[src/rtl/mem_arbiter_pkg.sv]
// mem_arbiter_pkg: shared encodings for the unified-memory arbiter.
//   SZ_WORD/SZ_HALF/SZ_BYTE : load/store size select, same encoding as the core's LSU
//   state_e                 : arbiter FSM states
//   grant_e                 : requester identity for round-robin tie breaking
//   is_misaligned()         : alignment/legality check for a data access
package mem_arbiter_pkg;

    localparam logic [1:0] SZ_WORD = 2'b00;
    localparam logic [1:0] SZ_HALF = 2'b01;
    localparam logic [1:0] SZ_BYTE = 2'b10;

    typedef enum logic [1:0] {
        StIdle = 2'd0,
        StMemI = 2'd1,
        StMemD = 2'd2,
        StResp = 2'd3
    } state_e;

    typedef enum logic {
        GntI = 1'b0,
        GntD = 1'b1
    } grant_e;

    // Size 11 has no meaning and is reported as an error like a misalignment.
    function automatic logic is_misaligned(input logic [1:0] size, input logic [1:0] off);
        logic r;
        case (size)
            SZ_WORD: r = (off != 2'b00);
            SZ_HALF: r = off[0];
            SZ_BYTE: r = 1'b0;
            default: r = 1'b1;
        endcase
        return r;
    endfunction

endpackage

[src/rtl/mem_lane_align.sv]
// mem_lane_align: combinational byte-lane logic for the data path.
// Ports:
//   i_off        in  2   byte offset within the word (addr[1:0])
//   i_size       in  2   access size (SZ_WORD/SZ_HALF/SZ_BYTE)
//   i_signed     in  1   sign-extend sub-word loads
//   i_wdata      in  32  right-aligned store data
//   i_rdata      in  32  raw memory read word
//   o_be         out 4   byte enables
//   o_wdata      out 32  store data replicated onto every candidate lane
//   o_rdata      out 32  extracted and extended load data
//   o_misaligned out 1   misaligned or illegal-size access
module mem_lane_align
    import mem_arbiter_pkg::*;
(
    input  logic [1:0]  i_off,
    input  logic [1:0]  i_size,
    input  logic        i_signed,
    input  logic [31:0] i_wdata,
    input  logic [31:0] i_rdata,
    output logic [3:0]  o_be,
    output logic [31:0] o_wdata,
    output logic [31:0] o_rdata,
    output logic        o_misaligned
);

    logic [7:0]  w_byte;
    logic [15:0] w_half;

    assign o_misaligned = is_misaligned(i_size, i_off);

    always_comb begin
        w_byte  = i_rdata[{i_off, 3'b000} +: 8];
        w_half  = i_off[1] ? i_rdata[31:16] : i_rdata[15:0];
        o_be    = 4'b1111;
        o_wdata = i_wdata;
        o_rdata = i_rdata;
        case (i_size)
            SZ_BYTE: begin
                o_be    = 4'b0001 << i_off;
                o_wdata = {4{i_wdata[7:0]}};
                o_rdata = {{24{i_signed & w_byte[7]}}, w_byte};
            end
            SZ_HALF: begin
                o_be    = i_off[1] ? 4'b1100 : 4'b0011;
                o_wdata = {2{i_wdata[15:0]}};
                o_rdata = {{16{i_signed & w_half[15]}}, w_half};
            end
            default: ;
        endcase
    end

endmodule

[src/rtl/mem_arbiter.sv]
// mem_arbiter: shares the single-ported unified memory between instruction fetch
// and the load/store path with round-robin tie breaking.
// Optional feature: define MEM_ARBITER_TIMEOUT_EN to abort memory cycles that see no
// mem_ready within TIMEOUT_CYCLES cycles.
// Ports:
//   clk, rst_n                  clock, asynchronous active-low reset
//   i_req/i_addr                fetch request (level) and word address
//   i_done/i_rdata              fetch completion pulse and fetched word
//   d_req/d_we/d_addr/d_size/
//   d_signed/d_wdata            data request (level) and access attributes
//   d_done/d_rdata/d_err        data completion pulse, extended load data, error flag
//   mem_req/mem_we/mem_addr/
//   mem_be/mem_wdata            registered memory port, held until mem_ready
//   mem_rdata/mem_ready         memory read data and cycle completion
module mem_arbiter
    import mem_arbiter_pkg::*;
#(
    parameter int unsigned TIMEOUT_CYCLES = 255
) (
    input  logic        clk,
    input  logic        rst_n,
    input  logic        i_req,
    input  logic [31:0] i_addr,
    output logic        i_done,
    output logic [31:0] i_rdata,
    input  logic        d_req,
    input  logic        d_we,
    input  logic [31:0] d_addr,
    input  logic [1:0]  d_size,
    input  logic        d_signed,
    input  logic [31:0] d_wdata,
    output logic        d_done,
    output logic [31:0] d_rdata,
    output logic        d_err,
    output logic        mem_req,
    output logic        mem_we,
    output logic [31:0] mem_addr,
    output logic [3:0]  mem_be,
    output logic [31:0] mem_wdata,
    input  logic [31:0] mem_rdata,
    input  logic        mem_ready
);

    if (TIMEOUT_CYCLES == 0) begin : g_bad_timeout
        $error("TIMEOUT_CYCLES must be at least 1");
    end

    state_e      r_state;
    grant_e      r_last_grant;
    logic        r_i_done, r_d_done, r_d_err, r_mem_req, r_mem_we;
    logic [31:0] r_i_rdata, r_d_rdata, r_mem_addr, r_mem_wdata;
    logic [3:0]  r_mem_be;

    logic        w_grant_d, w_grant_i, w_misaligned, w_timeout;
    logic [3:0]  w_be;
    logic [31:0] w_wdata, w_rdata;
    logic        w_unused_i_addr;

    assign w_unused_i_addr = ^i_addr[1:0];

    // Requests are held until done, so the live d_* attributes are still valid when the
    // read data comes back and can drive the load extract directly.
    mem_lane_align u_lane_align (
        .i_off        (d_addr[1:0]),
        .i_size       (d_size),
        .i_signed     (d_signed),
        .i_wdata      (d_wdata),
        .i_rdata      (mem_rdata),
        .o_be         (w_be),
        .o_wdata      (w_wdata),
        .o_rdata      (w_rdata),
        .o_misaligned (w_misaligned)
    );

    // On a tie the requester not served last wins.
    assign w_grant_d = d_req && (!i_req || (r_last_grant == GntI));
    assign w_grant_i = i_req && !w_grant_d;

`ifdef MEM_ARBITER_TIMEOUT_EN
    localparam int unsigned CntW = ($clog2(TIMEOUT_CYCLES + 1) > 8) ?
                                   $clog2(TIMEOUT_CYCLES + 1) : 8;

    logic [CntW-1:0] r_wait_cnt;

    // Fires on the TIMEOUT_CYCLES-th cycle spent in a memory state.
    assign w_timeout = ((r_wait_cnt + 1'b1) == CntW'(TIMEOUT_CYCLES));

    always_ff @(posedge clk or negedge rst_n) begin
        if (!rst_n) begin
            r_wait_cnt <= '0;
        end else if ((r_state == StMemI) || (r_state == StMemD)) begin
            r_wait_cnt <= r_wait_cnt + 1'b1;
        end else begin
            r_wait_cnt <= '0;
        end
    end
`else
    assign w_timeout = 1'b0;
`endif

    always_ff @(posedge clk or negedge rst_n) begin
        if (!rst_n) begin
            r_state      <= StIdle;
            r_last_grant <= GntI;
            r_i_done     <= 1'b0;
            r_d_done     <= 1'b0;
            r_d_err      <= 1'b0;
            r_i_rdata    <= '0;
            r_d_rdata    <= '0;
            r_mem_req    <= 1'b0;
            r_mem_we     <= 1'b0;
            r_mem_addr   <= '0;
            r_mem_be     <= '0;
            r_mem_wdata  <= '0;
        end else begin
            r_i_done <= 1'b0;
            r_d_done <= 1'b0;
            case (r_state)
                StIdle: begin
                    if (w_grant_d) begin
                        if (w_misaligned) begin
                            r_d_done  <= 1'b1;
                            r_d_err   <= 1'b1;
                            r_d_rdata <= '0;
                            r_state   <= StResp;
                        end else begin
                            r_mem_req   <= 1'b1;
                            r_mem_we    <= d_we;
                            r_mem_addr  <= {d_addr[31:2], 2'b00};
                            r_mem_be    <= w_be;
                            r_mem_wdata <= w_wdata;
                            r_state     <= StMemD;
                        end
                    end else if (w_grant_i) begin
                        r_mem_req  <= 1'b1;
                        r_mem_we   <= 1'b0;
                        r_mem_addr <= {i_addr[31:2], 2'b00};
                        r_mem_be   <= 4'b1111;
                        r_state    <= StMemI;
                    end
                end
                StMemI: begin
                    if (mem_ready || w_timeout) begin
                        r_mem_req <= 1'b0;
                        r_mem_be  <= '0;
                        r_i_rdata <= mem_ready ? mem_rdata : '0;
                        r_i_done  <= 1'b1;
                        r_state   <= StResp;
                    end
                end
                StMemD: begin
                    if (mem_ready || w_timeout) begin
                        r_mem_req <= 1'b0;
                        r_mem_we  <= 1'b0;
                        r_mem_be  <= '0;
                        r_d_err   <= !mem_ready;
                        r_d_rdata <= (mem_ready && !r_mem_we) ? w_rdata : '0;
                        r_d_done  <= 1'b1;
                        r_state   <= StResp;
                    end
                end
                StResp: begin
                    // Exactly one done is high here; it names the requester just served.
                    r_last_grant <= r_d_done ? GntD : GntI;
                    r_state      <= StIdle;
                end
                default: r_state <= StIdle;
            endcase
        end
    end

    assign i_done    = r_i_done;
    assign i_rdata   = r_i_rdata;
    assign d_done    = r_d_done;
    assign d_rdata   = r_d_rdata;
    assign d_err     = r_d_err;
    assign mem_req   = r_mem_req;
    assign mem_we    = r_mem_we;
    assign mem_addr  = r_mem_addr;
    assign mem_be    = r_mem_be;
    assign mem_wdata = r_mem_wdata;

endmodule
[config.mk]
export PLATFORM = sky130hd
export DESIGN_NAME = mem_arbiter
export DESIGN_NICKNAME = d
export VERILOG_FILES = /design/src/rtl/mem_arbiter_pkg.sv /design/src/rtl/mem_lane_align.sv /design/src/rtl/mem_arbiter.sv
export SDC_FILE = /design/constraint.sdc
export NUM_CORES = 1
export LEC_CHECK = 0
export CORE_MARGIN = 3
export CORE_UTILIZATION = 35
export DETAILED_ROUTE_END_ITERATION = 10
export GPL_TIMING_DRIVEN = 1
export PLACE_DENSITY = 0.69
export REMOVE_ABC_BUFFERS = 1
export SLEW_MARGIN = 20
export SYNTH_ARGS = -nofsm -noshare
export SYNTH_HDL_FRONTEND = slang
export SYNTH_SLANG_ARGS = --single-unit
[constraint.sdc]
create_clock -name clk -period 5.8 [get_ports clk]
set_clock_uncertainty 0.1 [all_clocks]
set_input_delay 0.58 -clock clk [delete_from_list [all_inputs] [get_ports clk]]
set_output_delay 0.58 -clock clk [all_outputs]
set_load 0.01 [all_outputs]
==> results.txt <==
- Via count of the first global-routing pass: 5900
- The worst pin sits at a relative slew slack of 0.380.
- Maximum resistive drop on vdd: 0.205 mV
- Number of clock buffers inserted by TritonCTS: 17
- The initial antenna violation count is 0.
- The die is 142 um tall.
- Hold Crit Class: in2async
- Summed over all cells, the static leakage comes to ~4.1 nW.
- Setup TNS Final: 0 ns
- Hold buffer count at CTS: 0
* Highest clock frequency the design can meet: about 310 MHz
- Including well taps, the total number of placed cells is 1017.
- Slew of the pin with the lowest slew margin: 0.930 ns
* Minimum period implied by the final worst setup slack: ~3.2 ns
- Largest buffer count on any clock path: 2
- Initial Utilization: 0.358
- Clock tree synthesis found a total of 138 sinks.
- Post-CTS setup buffer count: 0
- Mean instance size in the synthesized netlist: 11.7 um^2
- Number of gates resized after cts: 0
* GR Util All Layers: 0.197
- Setup repair after global routing left no endpoint under its margin.
- Layout cells sized above 1: 0.165
- Dividing the final minimum period by the clock period gives 0.554.
- Hold is met by 0.0335 ns.
- Number of violations reported at the end of detailed-routing iteration 0: around 300
- The routed layout has 5471 vias.
- Number of cells produced by synthesis: 551
- Crit Path Category: in2reg
* Main flop type after synthesis: sky130_fd_sc_hd__dfrtp_1
- Using the TritonRoute via totals, the vias-per-cell ratio works out to 5.22.
- STA classifies the critical path endpoint as a flop.
- For this run, asynchronously set or reset flops after synthesis account for 1.00.
- I/O pin cnt: 274
* Reported max-cap violation count: 0
- Total buffers and inverters traversed by the critical path: 3
- Among cell families on the critical path, the largest total delay comes from buffers and inverters.
- In this design, the stage delay of the slowest critical-path cell is 0.69 ns.
- For this run, the number of Yosys warnings is 0.
- The synthesized design contains 138 register bits.
- The congestion estimate from routability-driven global placement came to 0.835.
* Number of optimization iterations in the first detailed-route pass: 6
- # nets final: 953
- For the worst setup path, the data required time is 5.96 ns.
- Once layout is complete, the cells apart from fillers number 1049.
- Worst path arrival time: 3.37 ns
* Largest net degree at the start of global routing: 74
* Cell Area, Synth: 6470 um^2
- Max-slew violation count: 0
- Chip width: about 140 um
- The synthesized netlist contains 41 unique library cells.
- Dividing total power by cell area gives a power density of 513 nW/um^2.
- Detailed placement ended at an HPWL of 14500 um.
- Worst Path Max Fanout: 51
* Sequential share of the synthesized area: 0.534
* ANT cells: 0
* Htree depth: 4
* Core Footprint: 18100 um^2
- Ordered list of cells on the worst path: clkdlybuf4s50_1, inv_1, ha_1, nor2_1, o21ba_2, nand3_2, buf_4, nand2_1, o21ai_0
- Most common library cell in the layout ignoring fill and taps: sky130_fd_sc_hd__clkdlybuf4s50_1
* TritonCTS clock tree: done
* EDFF count, synth: 0
- Share of the core filled with cells: 0.547
* Number of failing hold endpoints at the final stage: 0
* Area delta synth->final: 53.0%
* DRC viols: 0
* Master cell of the clock root buffer: sky130_fd_sc_hd__clkbuf_16
* Area enclosed by the die boundary: 20100 um^2
* Clock latency of the later-clocked register in the worst-skew pair: ~0.41 ns
- The first global-routing pass estimated 31500 um of wire.
- Worst Setup Start Kind: input port
- Clock-pin slew was measured on the worst setup and hold paths at 0.06 ns.
* Number of I/O port buffers: 269
- Highest-count cells in the layout ignoring fill and taps: sky130_fd_sc_hd__clkdlybuf4s50_1, sky130_fd_sc_hd__dfrtp_1, sky130_fd_sc_hd__mux2_2, sky130_fd_sc_hd__o21ai_0, sky130_fd_sc_hd__nor2_1
* Wire per inst: between 15 and 20 um
- Row generation in the floorplan step produced 49 rows.
- Wires add up to 19800 um.
* Run status: finished clean
- Setup violations remaining at the end of the flow were counted as 0.
- Once detail routing completed, the nets flagged for antenna violations numbered 0.
* Slowest cell on crit path: sky130_fd_sc_hd__nand3_2
* Total congestion overflow after global routing: 0
synth_stat cells, types with 2 or more instances:
cell type / number / area [um^2]
sky130_fd_sc_hd__a221o_1: 8 / 80.1
sky130_fd_sc_hd__nand2_1: 38 / 143
sky130_fd_sc_hd__buf_4: 7 / 52.6
sky130_fd_sc_hd__a222oi_1: 8 / 80.1
sky130_fd_sc_hd__clkbuf_1: 8 / 30.0
sky130_fd_sc_hd__inv_1: 10 / 37.5
sky130_fd_sc_hd__buf_1: 3 / 11.3
sky130_fd_sc_hd__o21bai_1: 2 / 15.0
sky130_fd_sc_hd__and2_1: 2 / 12.5
sky130_fd_sc_hd__o21ai_1: 3 / 15.0
sky130_fd_sc_hd__o21ai_0: 44 / 220
sky130_fd_sc_hd__a21oi_2: 32 / 280
sky130_fd_sc_hd__ha_1: 9 / 113
sky130_fd_sc_hd__mux2i_1: 33 / 330
sky130_fd_sc_hd__dfrtp_1: 138 / 3450
sky130_fd_sc_hd__a221oi_1: 7 / 61.3
sky130_fd_sc_hd__nor2_1: 39 / 146
sky130_fd_sc_hd__nand2b_1: 2 / 12.5
sky130_fd_sc_hd__o2bb2ai_1: 32 / 280
sky130_fd_sc_hd__mux2_2: 53 / 597
sky130_fd_sc_hd__buf_2: 16 / 80.1
sky130_fd_sc_hd__nor2b_1: 2 / 12.5
sky130_fd_sc_hd__a22oi_1: 8 / 60.1
sky130_fd_sc_hd__nand3_1: 2 / 10.0
sky130_fd_sc_hd__a31oi_1: 3 / 18.8
sky130_fd_sc_hd__a21oi_1: 21 / 105
sky130_fd_sc_hd__a22o_1: 2 / 17.5
sky130_fd_sc_hd__buf_6: 6 / 67.6
routing by layer:
| layer | wire length [um] | part of all wire | vias to the layer above | track usage |
|---|---|---|---|---|
| met4 | 828 | 0.042 | 0 | 0.101 |
| met5 | 0 | 0 | - | 0 |
| met3 | 1170 | 0.059 | 45 | 0.0421 |
| li1 | - | - | 2524 | - |
| met2 | 9960 | 0.50 | 227 | 0.331 |
| met1 | 7830 | 0.40 | 2675 | 0.239 |
sequential cells by signal, indices dropped and copies added, names as in the netlist:
register,flops
r_last_grant,1
mem_req,1
mem_wdata,32
r_state,2
d_done,1
mem_we,1
d_rdata,32
i_rdata,32
i_done,1
mem_be,4
mem_addr,30
d_err,1
final cells by class:
class / count / area, um^2
clock buffer: 19 / 453
clock inverter: 13 / 165
fill: 1542 / 8200
inverter: 10 / 37.5
multi-input combinational: 364 / 2750
sequential: 138 / 3450
tap: 229 / 287
timing repair buffer: 276 / 2750
power breakdown:
part | internal (mW) | leakage [nW] | switching [mW]
registers | 1.42 | 1.69 | 0.254
clock network | 0.702 | 0.304 | 0.427
logic | 1.26 | 2.11 | 1.02
per-stage QoR:
| step | cell area, um^2 | worst slack [ns] | total power [mW] |
|---|---|---|---|
| 2_1_floorplan | 6230 | 1.83 | 2.69 |
| 3_3_place_gp | 9270 | 2.21 | 3.90 |
| 3_5_place_dp | 9270 | 2.05 | 3.98 |
| 4_1_cts | 9890 | 2.52 | 5.14 |
| 5_1_grt | 9890 | 2.38 | 5.38 |
| 6_report | 9890 | 2.59 | 5.08 |
cell families after synthesis:
logic type      after synthesis  share of synthesized area
compound gates              177                      0.201
fa+ha+maj                     9                     0.0174
buf+inv                      50                     0.0432
flops                       138                      0.534
mux                          87                      0.146
other cells                   1                   0.000580
simple gates                 89                     0.0580
worst paths after layout:
kind                                      startpoint                   endpoint  slack [ns]  depth (start not counted)
max reg2reg                   r_state[0]$_DFFE_PN0P_  mem_wdata[25]$_DFFE_PN0P_        3.32                          6
min reg2reg                mem_wdata[30]$_DFFE_PN0P_  mem_wdata[30]$_DFFE_PN0P_        0.38                          2
max in group asynchronous                      rst_n    d_rdata[22]$_DFFE_PN0P_        4.13                          2
min                                            rst_n    i_rdata[17]$_DFFE_PN0P_        0.03                          1
min in group clk           mem_wdata[30]$_DFFE_PN0P_  mem_wdata[30]$_DFFE_PN0P_        0.38                          2
max                                        d_size[1]  mem_wdata[25]$_DFFE_PN0P_        2.59                          9
Power figures use the tool's default switching activity.
